==> config.mk <==
export PLATFORM = sky130hd
export DESIGN_NAME = bit_serial_adder
export DESIGN_NICKNAME = d
export VERILOG_FILES = /design/src/rtl/bit_serial_adder.sv
export SDC_FILE = /design/constraint.sdc
export NUM_CORES = 1
export LEC_CHECK = 0
export CAP_MARGIN = 20
export CORE_MARGIN = 10
export CORE_UTILIZATION = 35
export DETAILED_ROUTE_END_ITERATION = 10
export PLACE_DENSITY = 0.69
export SLEW_MARGIN = 20
export SYNTH_ARGS = -nofsm -noshare
export SYNTH_HDL_FRONTEND = slang
export SYNTH_SLANG_ARGS = --single-unit
==> constraint.sdc <==
create_clock -name clk -period 1.7 [get_ports clk]
set_clock_uncertainty 0.15 [all_clocks]
set_input_delay 0.425 -clock clk [delete_from_list [all_inputs] [get_ports clk]]
set_output_delay 0.425 -clock clk [all_outputs]
set_load 0.05 [all_outputs]
==> src/rtl/bit_serial_adder.sv <==
// Bit-serial adder: one bit per clock, LSB first, around a single two-half-adder fa cell.
// Optional signed-overflow output enabled by defining BIT_SERIAL_ADDER_OVF_EN.

module fa (
  input  logic a,
  input  logic b,
  input  logic cin,
  output logic s1,
  output logic c2
);
  logic p, g;

  // First half adder propagates/generates; second folds in the carry.
  assign p  = a ^ b;
  assign g  = a & b;
  assign s1 = p ^ cin;
  assign c2 = g | (p & cin);
endmodule

module bit_serial_adder #(
  parameter int unsigned WIDTH = 8
) (
  input  logic             clk,
  input  logic             rst_n,
  input  logic             start,
  input  logic [WIDTH-1:0] a_in,
  input  logic [WIDTH-1:0] b_in,
  input  logic             cin_in,
  output logic             busy,
  output logic             done,
  output logic [WIDTH-1:0] sum,
`ifdef BIT_SERIAL_ADDER_OVF_EN
  output logic             ovf,
`endif
  output logic             cout
);
  localparam int unsigned CntW = $clog2(WIDTH + 1);

  typedef enum logic [1:0] {StIdle, StRun, StDone} state_e;

  state_e            state;
  logic [WIDTH-1:0]  a_sh, b_sh, s_sh;
  logic              carry;
  logic [CntW-1:0]   cnt;
  logic              fa_s, fa_c;

  fa u_fa (
    .a  (a_sh[0]),
    .b  (b_sh[0]),
    .cin(carry),
    .s1 (fa_s),
    .c2 (fa_c)
  );

  always_ff @(posedge clk or negedge rst_n) begin
    if (!rst_n) begin
      state <= StIdle;
      a_sh  <= '0;
      b_sh  <= '0;
      s_sh  <= '0;
      carry <= 1'b0;
      cnt   <= '0;
      busy  <= 1'b0;
      done  <= 1'b0;
      sum   <= '0;
      cout  <= 1'b0;
`ifdef BIT_SERIAL_ADDER_OVF_EN
      ovf   <= 1'b0;
`endif
    end else begin
      unique case (state)
        StIdle, StDone: begin
          done <= 1'b0;
          if (start) begin
            a_sh  <= a_in;
            b_sh  <= b_in;
            carry <= cin_in;
            cnt   <= '0;
            busy  <= 1'b1;
            state <= StRun;
          end else begin
            state <= StIdle;
          end
        end
        StRun: begin
          a_sh  <= {1'b0, a_sh[WIDTH-1:1]};
          b_sh  <= {1'b0, b_sh[WIDTH-1:1]};
          s_sh  <= {fa_s, s_sh[WIDTH-1:1]};
          carry <= fa_c;
          cnt   <= cnt + 1'b1;
          // The last bit's sum goes straight into the output register.
          if (cnt == CntW'(WIDTH - 1)) begin
            state <= StDone;
            busy  <= 1'b0;
            done  <= 1'b1;
            sum   <= {fa_s, s_sh[WIDTH-1:1]};
            cout  <= fa_c;
`ifdef BIT_SERIAL_ADDER_OVF_EN
            ovf   <= carry ^ fa_c;
`endif
          end
        end
        default: state <= StIdle;
      endcase
    end
  end
endmodule
==> results of run 1 <==
[path summary, 6_finish.rpt]
path,startpoint,endpoint,slack (ns),cells after the start
max,cnt[1]$_DFFE_PN0P_,sum[5]$_DFFE_PN0P_,0.05,5
min,b_sh[1]$_DFFE_PN0P_,b_sh[1]$_DFFE_PN0P_,0.33,1
max reg2reg,cnt[1]$_DFFE_PN0P_,sum[5]$_DFFE_PN0P_,0.05,5
min reg2reg,b_sh[1]$_DFFE_PN0P_,b_sh[1]$_DFFE_PN0P_,0.33,1
max in group asynchronous,rst_n,a_sh[1]$_DFFE_PN0P_,0.50,3
min in group asynchronous,rst_n,sum[2]$_DFFE_PN0P_,0.43,2
[area by class of cell]
| cell class | count | share of cell area (%) |
|---|---|---|
| Tap cell | 54 | 2.85 |
| Timing Repair Buffer | 43 | 22.5 |
| Inverter | 1 | 0.158 |
| Sequential cell | 41 | 43.2 |
| Clock inverter | 1 | 1.26 |
| Clock buffer | 7 | 3.64 |
| Multi-Input combinational cell | 68 | 26.4 |
[layout by cell type (no fill, tap or decap), drive strengths merged]
| cell | Yosys | final |
|---|---|---|
| inv | 1 | 1 |
| dlygate4sd3 | 0 | 1 |
| nor2 | 1 | 1 |
| clkbuf | 0 | 7 |
| nand2b | 1 | 1 |
| fa | 1 | 1 |
| clkdlybuf4s50 | 0 | 18 |
| and2b | 1 | 1 |
| a22o | 19 | 19 |
| nand2 | 3 | 3 |
| nor3b | 1 | 1 |
| ha | 1 | 1 |
| nor2b | 2 | 2 |
| a21o | 16 | 16 |
| dfrtp | 41 | 41 |
| mux2 | 17 | 17 |
| mux2i | 2 | 2 |
| bufinv | 0 | 1 |
| o21ai | 2 | 2 |
| buf | 7 | 24 |
| nand4 | 1 | 1 |
[state kept, by name, summed over array words and instances, names as in the netlist]
signal  flops
b_sh        8
a_sh        8
done        1
state       2
sum         8
busy        1
s_sh        7
cnt         4
cout        1
carry       1
[stage by stage]
| stage | setup TNS [ns] | total power [mW] | hold slack, ns | utilization, % |
|---|---|---|---|---|
| 2_1_floorplan | 0 | 3.17 | -0.0206 | - |
| 3_3_place_gp | -2.91 | 3.97 | 0.216 | 46.7 |
| 3_5_place_dp | -3.27 | 4.07 | 0.221 | 46.7 |
| 4_1_cts | 0 | 4.91 | 0.337 | 49.6 |
| 5_1_grt | -0.0514 | 5.29 | 0.351 | 50.6 |
| 6_report | 0 | 4.98 | 0.331 | 50.6 |
[timing repair]
item | in CTS | in global routing
setup endpoints to repair | 1 | 28
pin swaps | 0 | 1
resized for setup | 0 | 6
gates cloned | 0 | 0
setup buffers | 1 | 4
hold buffers | 1 | 0
hold endpoints to repair | 16 | 0
[report_power, final]
group	switching, mW	internal (mW)
clock network	0.330	0.479
logic	1.06	1.33
registers	0.354	1.43
total	1.74	3.24
[per-layer routing]
metal,up-vias,wire length [um]
met5,-,0
met4,0,38
met3,6,248
met2,32,1690
met1,544,1560
li1,517,-
[cell families (layout without fill, tap and decap cells)]
family / after synthesis / after routing / share of synthesized area, %
and+or+nand+nor: 10 / 10 / 4.21
buffers and inverters: 8 / 52 / 3.32
adders and majority gates: 2 / 2 / 1.92
DFF: 41 / 41 / 60.6
muxes: 19 / 19 / 12.5
AOI/OAI and AO/OA: 37 / 37 / 17.5
[critical path: cells and delay by family (launching register included)]
family	cells	cell delay, ns
adder cells (fa/ha/maj)	1	0.22
buffers and inverters	1	0.16
flip-flops	1	0.38
multiplexers	1	0.33
AND/OR/NAND/NOR	2	0.30
[cell usage after synthesis (all sizes together)]
master and number:
ha 1, fa 1, nand2 3, buf 7, mux2 17, dfrtp 41
inv 1, and2b 1, nand4 1, nor3b 1, nor2b 2, nand2b 1
mux2i 2, a21o 16, nor2 1, a22o 19, o21ai 2
==> impl_results.md, run 1 <==
- Worst Setup Start Kind: flip-flop
- Number of setup violations in the final report: 0
- Status: complete, no violations
- Drt drc: 0
- Number of core rows: 25
- Buffers on Ports: 30
- Post-DP HPWL: 2410 um
- Cell at the root of the clock tree: clkbuf_8
- Yosys top cell area share: 60.6%
- Post-Layout Cell Count: 215
- Static leakage: 1.17 nW
- Crit. End Element: flip-flop
- Fin crit share: 97.1%
- CP max FO: 10
- DRT Pass-1 Iters: 4
- Type of the tightest min-delay check: flip-flop to flip-flop
- Critical Path AT: roughly 1.7 ns
- Via count: 1099
- Total grt overflow: 0
- Io pins: 31
- Die ar.: 8020 um2
- Clk buf depth: 2
- WS Path Type: flip-flop to flip-flop
- Routing usage on met3: 3.79%
- Finished Cell Area: 2370 um2
- Min cycle time layout: roughly 1.7 ns
- Most area-consuming cells after synthesis: dfrtp_1, mux2_2, a22o_1, a21o_1, buf_6
- Net Count, Synth: 139
- Worst-skew pair later-pin latency: 0.29 ns
- Placed Instances: 201
- Placed Area: 2190 um2
- Max_slew headroom: 73.6%
- Die Y-Extent: 89.6 um
- Avg Cell Area, Syn: approximately 14 um2
- Max-cap violations: 0
- Vias in the first global route: 1157
- Largest net degree at the start of global routing: 26
- H-tree Lvls: 2
- Sequential share of the synthesized area: 60.6%
- Vias/cell: 5.11
- ANT nets after route: 0
- Ratio of cells with drive above 1 in the final layout: roughly 34%
- M1 GR Usage: 11.5%
- WP data required: 1.73 ns
- Final RePlAce weighted congestion: 0.754
- Reg area: 1030 um2
- CTS tree: yes
- Clock-pin slew on the worst setup and hold paths: 0.07 ns
- DR WL/cell: 16.5 um
- Met2 Resource Use GR: between 10 and 15%
- Syn Inst Count: 117
- Post-synthesis cell type count: 19
- Routed WL: 3550 um
- First-pass GRT wire length: 5730 um
- #FFs+latches synth: slightly above 40
- N_diodes: 0
- Layout area overhead: 40.2%
- Layer with the highest usage: met2
- Worst-path cell chain: ha_2, nand2_2, nor3b_4, buf_12, mux2_2
- Gr usage total: 9.36%
- Nets@finish: 182
- RSZ-0062 raised after global routing: true
- Peak VDD IR: 0.000819 V
- Die width: 89.6 um
- Post-synth top area cell: dfrtp_1
- Final Hold Fails: 0
- Core area: approximately 4700 um2
- Fill cell count: 396
- Initial Utilization: ~36%
- Setup slack after layout: between 0.04 and 0.05 ns
- Mapped Area: 1690 um2
- PwrDens: roughly 2100 nW/um2
- Final Max Slew Viols: 0
- DP Worst Slack: -0.272 ns
- Fmax: 606 MHz
- Clk sink count: 41
- Area of the multi-input gates: 627 um2
- Critical-path top delay cell: dfrtp_1
- Measured slew at the worst slew-check pin: 0.395 ns
- CTS Buf Count: 5
- Iter 0 DRT Violations: 74
- Initial antenna violation count: 0
- Slowest stage delay, CP: 0.38 ns
- Ys Warns: 0
Power figures use the tool's default switching activity.
==> run 2, diff against run 1 <==
SLEW_MARGIN = unset   (was 20)
==> results of run 2 <==
Final layout, timing and power as in run 1 (identical DEF).
